$ cat config.mk
export PLATFORM = sky130hd
export DESIGN_NAME = dram_read_scheduler_flat
export DESIGN_NICKNAME = d
export VERILOG_FILES = /design/src/rtl/dram_pkg.sv /design/src/rtl/dram_read_scheduler_if.sv /design/src/rtl/dram_read_scheduler_req_fifo.sv /design/src/rtl/dram_read_scheduler.sv /design/src/flat_wrapper.sv
export SDC_FILE = /design/constraint.sdc
export NUM_CORES = 1
export LEC_CHECK = 0
export BUFFER_PORTS_ARGS = -buffer_cell sky130_fd_sc_hd__buf_4
export CORE_MARGIN = 1
export CORE_UTILIZATION = 57
export DETAILED_ROUTE_END_ITERATION = 16
export PLACE_DENSITY = 0.85
export SLEW_MARGIN = 15
export SYNTH_ARGS = -nofsm -noshare
export SYNTH_HDL_FRONTEND = slang
export SYNTH_SLANG_ARGS = --single-unit
$ cat constraint.sdc
create_clock -name clk -period 8.4 [get_ports clk]
set_input_delay 0.42 -clock clk [delete_from_list [all_inputs] [get_ports clk]]
set_output_delay 0.42 -clock clk [all_outputs]
set_load 0.03 [all_outputs]
$ cat src/rtl/dram_pkg.sv
`default_nettype none
// ============================================================================
// Package  : dram_pkg
// Brief    : Shared widths, FSM state encoding and request/response records
//            for the DRAM read scheduler.
// Revision : 1.0 - initial release
// ============================================================================
package dram_pkg;

    localparam int DEF_ROW_W  = 4;
    localparam int DEF_DATA_W = 32;

    typedef enum logic [1:0] {
        IDLE  = 2'd0,
        ISSUE = 2'd1,
        WAIT  = 2'd2
    } state_t;

    typedef struct packed {
        logic [DEF_ROW_W-1:0] row;
    } req_t;

    typedef struct packed {
        logic [DEF_ROW_W-1:0]  row;
        logic [DEF_DATA_W-1:0] content;
    } resp_t;

endpackage
`default_nettype wire

$ cat src/rtl/dram_read_scheduler_if.sv
`default_nettype none
// ============================================================================
// Interface : dram_read_scheduler_if
// Brief     : Request, DRAM-side and response channels of the scheduler.
// Revision  : 1.0 - initial release
// ============================================================================
interface dram_read_scheduler_if
    import dram_pkg::*;
#(
    parameter int ROW_W  = DEF_ROW_W,
    parameter int DATA_W = DEF_DATA_W
);

    logic              req_valid;
    logic [ROW_W-1:0]  req_row;
    logic              req_ready;

    logic [ROW_W-1:0]  dram_row;
    logic              dram_input_valid;
    logic [DATA_W-1:0] dram_content;
    logic              dram_output_valid;

    logic              resp_valid;
    logic [ROW_W-1:0]  resp_row;
    logic [DATA_W-1:0] resp_content;

    modport slave (
        input  req_valid, req_row, dram_content, dram_output_valid,
        output req_ready, dram_row, dram_input_valid,
        output resp_valid, resp_row, resp_content
    );

    modport master (
        output req_valid, req_row, dram_content, dram_output_valid,
        input  req_ready, dram_row, dram_input_valid,
        input  resp_valid, resp_row, resp_content
    );

endinterface
`default_nettype wire

$ cat src/rtl/dram_read_scheduler_req_fifo.sv
`default_nettype none
// ============================================================================
// Module   : req_fifo
// Brief    : Circular request buffer; pointers carry an extra wrap bit so
//            full and empty are distinguished without a separate counter.
// Revision : 1.0 - initial release
// ============================================================================
module req_fifo #(
    parameter int DEPTH = 4,
    parameter int WIDTH = 4
) (
    input  logic                     clk,
    input  logic                     rst_n,
    input  logic                     i_push,
    input  logic [WIDTH-1:0]         i_push_data,
    input  logic                     i_pop,
    output logic [WIDTH-1:0]         o_pop_data,
    output logic                     o_full,
    output logic                     o_empty,
    output logic [$clog2(DEPTH):0]   o_count
);

    localparam int           c_AW      = $clog2(DEPTH);
    localparam logic [c_AW:0] c_PTR_ONE = {{c_AW{1'b0}}, 1'b1};

    logic [WIDTH-1:0] r_mem [DEPTH];
    logic [c_AW:0]    r_wr_ptr;
    logic [c_AW:0]    r_rd_ptr;
    logic             w_push_acc;
    logic             w_pop_acc;

    assign o_empty    = (r_wr_ptr == r_rd_ptr);
    assign o_full     = (r_wr_ptr[c_AW] != r_rd_ptr[c_AW]) &&
                        (r_wr_ptr[c_AW-1:0] == r_rd_ptr[c_AW-1:0]);
    assign o_count    = r_wr_ptr - r_rd_ptr;
    assign o_pop_data = r_mem[r_rd_ptr[c_AW-1:0]];

    // A push while full is dropped; push and pop together are both honoured.
    assign w_push_acc = i_push && !o_full;
    assign w_pop_acc  = i_pop && !o_empty;

    always_ff @(posedge clk or negedge rst_n) begin
        if (!rst_n) begin
            r_wr_ptr <= '0;
            r_rd_ptr <= '0;
        end else begin
            if (w_push_acc) r_wr_ptr <= r_wr_ptr + c_PTR_ONE;
            if (w_pop_acc)  r_rd_ptr <= r_rd_ptr + c_PTR_ONE;
        end
    end

    always_ff @(posedge clk) begin
        if (w_push_acc) r_mem[r_wr_ptr[c_AW-1:0]] <= i_push_data;
    end

endmodule
`default_nettype wire

$ cat src/rtl/dram_read_scheduler.sv
`default_nettype none
// ============================================================================
// Module   : dram_read_scheduler
// Brief    : Queues row-read requests and issues them one at a time to the
//            DRAM row-read block, tracking row hits and response timeouts.
// Revision : 1.0 - initial release
// ============================================================================
module dram_read_scheduler
    import dram_pkg::*;
#(
    parameter int ROW_W   = DEF_ROW_W,
    parameter int DATA_W  = DEF_DATA_W,
    parameter int DEPTH   = 4,
    parameter int TIMEOUT = 16,
    parameter int CNT_W   = 8
) (
    input  logic                 clk,
    input  logic                 rst_n,
    dram_read_scheduler_if.slave bus,
    output logic                 busy,
    output logic [CNT_W-1:0]     hit_cnt,
    output logic [CNT_W-1:0]     miss_cnt,
    output logic                 err_timeout
);

    localparam int                   c_AW        = $clog2(DEPTH);
    localparam int                   c_TIMER_W   = (TIMEOUT > 1) ? $clog2(TIMEOUT) : 1;
    localparam logic [c_TIMER_W-1:0] c_TIMER_LAST = c_TIMER_W'(TIMEOUT - 1);
    localparam logic [c_TIMER_W-1:0] c_TIMER_ONE  = {{(c_TIMER_W-1){1'b0}}, 1'b1};
    localparam logic [CNT_W-1:0]     c_CNT_ONE    = {{(CNT_W-1){1'b0}}, 1'b1};

    state_t              r_state, w_state_next;
    logic [ROW_W-1:0]    r_dram_row, w_dram_row_next;
    logic                r_issue, w_issue_next;
    logic                r_resp_valid, w_resp_valid_next;
    logic [ROW_W-1:0]    r_resp_row, w_resp_row_next;
    logic [DATA_W-1:0]   r_resp_content, w_resp_content_next;
    logic [c_TIMER_W-1:0] r_timer, w_timer_next;
    logic [CNT_W-1:0]    r_hit, w_hit_next;
    logic [CNT_W-1:0]    r_miss, w_miss_next;
    logic [ROW_W-1:0]    r_last_row, w_last_row_next;
    logic                r_last_valid, w_last_valid_next;
    logic                r_err, w_err_next;
    logic                r_busy, w_busy_next;

    logic                w_pop;
    logic [ROW_W-1:0]    w_pop_data;
    logic                w_full;
    logic                w_empty;
    logic [c_AW:0]       w_count;
    logic [c_AW:0]       w_count_next;
    logic                w_push_acc;

    req_fifo #(
        .DEPTH (DEPTH),
        .WIDTH (ROW_W)
    ) u_req_fifo (
        .clk         (clk),
        .rst_n       (rst_n),
        .i_push      (bus.req_valid),
        .i_push_data (bus.req_row),
        .i_pop       (w_pop),
        .o_pop_data  (w_pop_data),
        .o_full      (w_full),
        .o_empty     (w_empty),
        .o_count     (w_count)
    );

    assign w_push_acc   = bus.req_valid && !w_full;
    assign w_count_next = w_count + {{c_AW{1'b0}}, w_push_acc} - {{c_AW{1'b0}}, w_pop};

    always_comb begin
        w_state_next        = r_state;
        w_pop               = 1'b0;
        w_dram_row_next     = r_dram_row;
        w_issue_next        = 1'b0;
        w_resp_valid_next   = 1'b0;
        w_resp_row_next     = r_resp_row;
        w_resp_content_next = r_resp_content;
        w_timer_next        = r_timer;
        w_hit_next          = r_hit;
        w_miss_next         = r_miss;
        w_last_row_next     = r_last_row;
        w_last_valid_next   = r_last_valid;
        w_err_next          = r_err;

        case (r_state)
            IDLE: begin
                if (!w_empty) begin
                    w_pop           = 1'b1;
                    w_dram_row_next = w_pop_data;
                    w_state_next    = ISSUE;
                end
            end
            ISSUE: begin
                w_issue_next = 1'b1;
                if (r_last_valid && (r_last_row == r_dram_row)) begin
                    if (!(&r_hit)) w_hit_next = r_hit + c_CNT_ONE;
                end else begin
                    if (!(&r_miss)) w_miss_next = r_miss + c_CNT_ONE;
                end
                w_last_row_next   = r_dram_row;
                w_last_valid_next = 1'b1;
                w_timer_next      = '0;
                w_state_next      = WAIT;
            end
            WAIT: begin
                w_timer_next = r_timer + c_TIMER_ONE;
                // A response on the final timer cycle still counts as a response.
                if (bus.dram_output_valid) begin
                    w_resp_valid_next   = 1'b1;
                    w_resp_row_next     = r_dram_row;
                    w_resp_content_next = bus.dram_content;
                    w_state_next        = IDLE;
                end else if (r_timer == c_TIMER_LAST) begin
                    w_err_next   = 1'b1;
                    w_state_next = IDLE;
                end
            end
            default: w_state_next = IDLE;
        endcase

        w_busy_next = (w_state_next != IDLE) || (w_count_next != '0);
    end

    always_ff @(posedge clk or negedge rst_n) begin
        if (!rst_n) begin
            r_state        <= IDLE;
            r_dram_row     <= '0;
            r_issue        <= 1'b0;
            r_resp_valid   <= 1'b0;
            r_resp_row     <= '0;
            r_resp_content <= '0;
            r_timer        <= '0;
            r_hit          <= '0;
            r_miss         <= '0;
            r_last_row     <= '0;
            r_last_valid   <= 1'b0;
            r_err          <= 1'b0;
            r_busy         <= 1'b0;
        end else begin
            r_state        <= w_state_next;
            r_dram_row     <= w_dram_row_next;
            r_issue        <= w_issue_next;
            r_resp_valid   <= w_resp_valid_next;
            r_resp_row     <= w_resp_row_next;
            r_resp_content <= w_resp_content_next;
            r_timer        <= w_timer_next;
            r_hit          <= w_hit_next;
            r_miss         <= w_miss_next;
            r_last_row     <= w_last_row_next;
            r_last_valid   <= w_last_valid_next;
            r_err          <= w_err_next;
            r_busy         <= w_busy_next;
        end
    end

    assign bus.req_ready        = !w_full;
    assign bus.dram_row         = r_dram_row;
    assign bus.dram_input_valid = r_issue;
    assign bus.resp_valid       = r_resp_valid;
    assign bus.resp_row         = r_resp_row;
    assign bus.resp_content     = r_resp_content;
    assign busy                 = r_busy;
    assign hit_cnt              = r_hit;
    assign miss_cnt             = r_miss;
    assign err_timeout          = r_err;

endmodule
`default_nettype wire

$ cat src/flat_wrapper.sv
// flat-port wrapper written by rule: the top's interface ports become plain ports
module dram_read_scheduler_flat import dram_pkg::*;
#(
    parameter int ROW_W   = DEF_ROW_W,
    parameter int DATA_W  = DEF_DATA_W,
    parameter int DEPTH   = 4,
    parameter int TIMEOUT = 16,
    parameter int CNT_W   = 8
)
  (clk, rst_n, busy, hit_cnt, miss_cnt, err_timeout, bus_req_valid, bus_req_row, bus_dram_content, bus_dram_output_valid, bus_req_ready, bus_dram_row, bus_dram_input_valid, bus_resp_valid, bus_resp_row, bus_resp_content);
  dram_read_scheduler_if #(.ROW_W(ROW_W), .DATA_W(DATA_W)) bus_i ();
  input  logic clk;
  input  logic rst_n;
  output logic busy;
  output logic [CNT_W-1:0] hit_cnt;
  output logic [CNT_W-1:0] miss_cnt;
  output logic err_timeout;
  input wire logic [$bits(bus_i.req_valid)-1:0] bus_req_valid;
  input wire logic [$bits(bus_i.req_row)-1:0] bus_req_row;
  input wire logic [$bits(bus_i.dram_content)-1:0] bus_dram_content;
  input wire logic [$bits(bus_i.dram_output_valid)-1:0] bus_dram_output_valid;
  output wire logic [$bits(bus_i.req_ready)-1:0] bus_req_ready;
  output wire logic [$bits(bus_i.dram_row)-1:0] bus_dram_row;
  output wire logic [$bits(bus_i.dram_input_valid)-1:0] bus_dram_input_valid;
  output wire logic [$bits(bus_i.resp_valid)-1:0] bus_resp_valid;
  output wire logic [$bits(bus_i.resp_row)-1:0] bus_resp_row;
  output wire logic [$bits(bus_i.resp_content)-1:0] bus_resp_content;
  assign bus_i.req_valid = bus_req_valid;
  assign bus_i.req_row = bus_req_row;
  assign bus_i.dram_content = bus_dram_content;
  assign bus_i.dram_output_valid = bus_dram_output_valid;
  assign bus_req_ready = bus_i.req_ready;
  assign bus_dram_row = bus_i.dram_row;
  assign bus_dram_input_valid = bus_i.dram_input_valid;
  assign bus_resp_valid = bus_i.resp_valid;
  assign bus_resp_row = bus_i.resp_row;
  assign bus_resp_content = bus_i.resp_content;
  dram_read_scheduler #(.ROW_W(ROW_W), .DATA_W(DATA_W), .DEPTH(DEPTH), .TIMEOUT(TIMEOUT), .CNT_W(CNT_W)) u_core (.clk(clk), .rst_n(rst_n), .bus(bus_i), .busy(busy), .hit_cnt(hit_cnt), .miss_cnt(miss_cnt), .err_timeout(err_timeout));
endmodule
==> results.md <==
* Outcome: finished clean
* H-tree depth at 3
* Hold Fails Final Rpt at 0
* Leading area contributor after synthesis: dfrtp_1
* Synth area leaders: dfrtp_1 (49%), mux2_2 (12%), edfxtp_1 (12%), ha_1 (4.4%), xor2_1 (3.3%)
* CTS Buf Count at 9
* Cell Pwr Density at 410 nW/um^2
* Num ports at 101
* Wire length per cell at 15.4 um
* DRC viols at 0
* First-pass GRT wire length at 11.6 mm
* Die width at 85.4 um
* CP endpoint kind: flip-flop
* CTS Buffer Depth at 2
* Clk_skew at 0.0144 ns
* Final non-filler cell total at 475
* Post-synthesis sequential area ratio at 60.7%
* NumNets Final at 446
* Core ar. at 6760 um^2
* Vias per cell at 5.43
* Initial Util at 58.7%
* Hold/Removal Path Class: input port to async pin
* Initial DRC count at 74
* Final Critical Period at 3.21 ns
* Primary FF master, synth: dfrtp_1
* Die area at 7300 um^2
* Die height at 85.4 um
* Design area at 4980 um^2
* Largest net degree at the start of global routing at 78
* Synth top area share at 48.6%
* Clk slew on worst S/H paths at 0.10 ns
* Post-synth EDFFs at 16
* Setup bufs post-CTS at 0
* Antenna-violating nets left at 0
* Peak Freq at 0.312 GHz
* Worst rel slew slack at 35.7%
* FF+latch count, synth at 93
* Crit path kind: flip-flop to flip-flop
* Fraction of layout cells with a size suffix above 1 at 43.3%
* Area grow syn2layout at 25.7%
* Tcrit/Tclk final at 38.2%
* Hold buffers post-CTS at 0
* Syn Area/Cell at 13.9 um^2
* CP Data Required Time at 8.63 ns
* Cell count after synthesis at 285
* Max_cap viols at 0
* Worst-Margin Slew at 0.965 ns
* Crit path DAT at 3.44 ns
* Root buffer cell: clkbuf_8
* Setup_tns at 0 ns
* Synth unique cells at 38
* CTS tree: done
* TritonRoute pass-1 iters at 7
* Via count at 2577
* Site Rows at 30
* Placed cell areas at 4800 um^2
* Mapped cell area at 3970 um^2
* GP Congestion at 0.787
* Final setup vio count at 0
* CP Launch Type: flip-flop
* Detailed Route WL at 7.30 mm
* Yosys warns at 0
* RSZ-0062 raised after global routing: false
* Post-layout util at 73.8%
* Grt ovf at 0
* Clock Sinks at 93
* Placed insts at 459
* Detailed-placement wirelength estimate at 5.28 mm
* Diodes inserted at 0
* Antenna violations before repair at 0
* Hold WS at 0.190 ns
* Worst-Skew Late Latency at 0.36 ns
* # resized after CTS at 0
* Vias in the first global route at 2529
* Maximum VDD drop at 262 uV
* Max Fanout on Critical Path at 8
* Max Slew Vio Count at 0
* IO buf count at 100
* Syn_nets at 341
* Ys async rst share at 82.8%
* Leak Pwr at 2.35 nW
* Fillers at 464
* GRT Util Overall at 20.8%
## metal layers
metal / wire length (um) / global-route usage (%)
met1: 2960 / 25.3
met2: 3820 / 35.9
met3: 324 / 4.18
met4: 192 / 9.85
met5: 0 / 0
## kinds of logic after synthesis
| family | synth area share [%] |
|---|---|
| flops | 60.7 |
| mux | 15.0 |
| buf+inv | 2.14 |
| fa+ha+maj | 5.43 |
| xor+xnor | 5.71 |
| compound gates | 2.90 |
| simple gates | 8.11 |
## placed cells by master (no fill, tap or decap), drive strengths merged, types with 5 or more instances in the layout
cell,synthesis,final
nand2,17,17
nand3,11,11
mux2,44,44
xnor2,10,10
xor2,15,15
and2,5,5
inv,15,17
o21ai,10,10
edfxtp,16,16
nor4,5,5
dfrtp,77,77
buf,3,101
clkbuf,4,10
ha,14,14
## final timing paths
kind,from,end,slack (ns),cells past startpoint
min reg2reg,u_core.err_timeout,u_core.err_timeout,0.49,1
min in group clk,bus_req_row[2],u_core.u_req_fifo.r_mem[3][2],0.27,1
max reg2reg,u_core.u_req_fifo.r_rd_ptr[0],u_core.busy,5.19,12
max,u_core.u_req_fifo.r_rd_ptr[0],u_core.busy,5.19,12
max in group asynchronous,rst_n,u_core.r_last_valid,7.56,1
min,rst_n,u_core.hit_cnt[1],0.19,1
## synth_stat cells (3+ instances only)
library cell  instances
clkbuf_1              4
mux2_2               44
nand4_1               4
nand2b_1              4
ha_1                 14
nor2_1                3
xnor2_1               9
nand3_1              11
o21ai_0               9
dfrtp_1              77
nor3_1                4
mux4_2                4
nor4_1                5
and2_1                5
nand2_1              17
edfxtp_1             16
xor2_1               15
inv_1                15
## stage by stage
step	total power [mW]	setup WS (ns)
after global placement	1.74	5.27
after detailed placement	1.78	5.19
final	2.05	5.19
after floorplan	1.44	5.40
after CTS	2.06	5.14
after global routing	2.18	4.93
## sequential cells by signal, summed over array words and instances, names as in the netlist, 4 cells and up
name                     cells
u_core.bus.dram_row          4
u_core.u_req_fifo.r_mem     16
u_core.miss_cnt              8
u_core.r_last_row            4
u_core.bus.resp_content     32
u_core.r_timer               4
u_core.bus.resp_row          4
u_core.hit_cnt               8
## power breakdown
part | internal [mW] | leakage, nW | switching [mW]
combinational | 0.439 | 1.16 | 0.562
clock | 0.118 | 0.0970 | 0.158
sequential | 0.636 | 1.09 | 0.133
## final cells by class
class                   count  area, um^2  area share (%)
flip-flops and latches     93        2410            48.3
multi-input cells         170        1480            29.7
repair buffers            101         758            15.2
clock buffers              10         138            2.76
well taps                  80         100            2.01
inverters                  15        56.3            1.13
clock inverters             6        45.0           0.904
## critical path, cell delays in order (launching register included)
cell and delay [ns]:
dfrtp_1 0.60, xnor2_1 0.16, nand3_1 0.15, nand2_1 0.22
fa_1 0.47, inv_1 0.07, fa_1 0.40, inv_1 0.07
ha_1 0.15, xnor2_1 0.13, xnor2_1 0.08, or3_1 0.29
or3_1 0.30
Power figures use the tool's default switching activity.
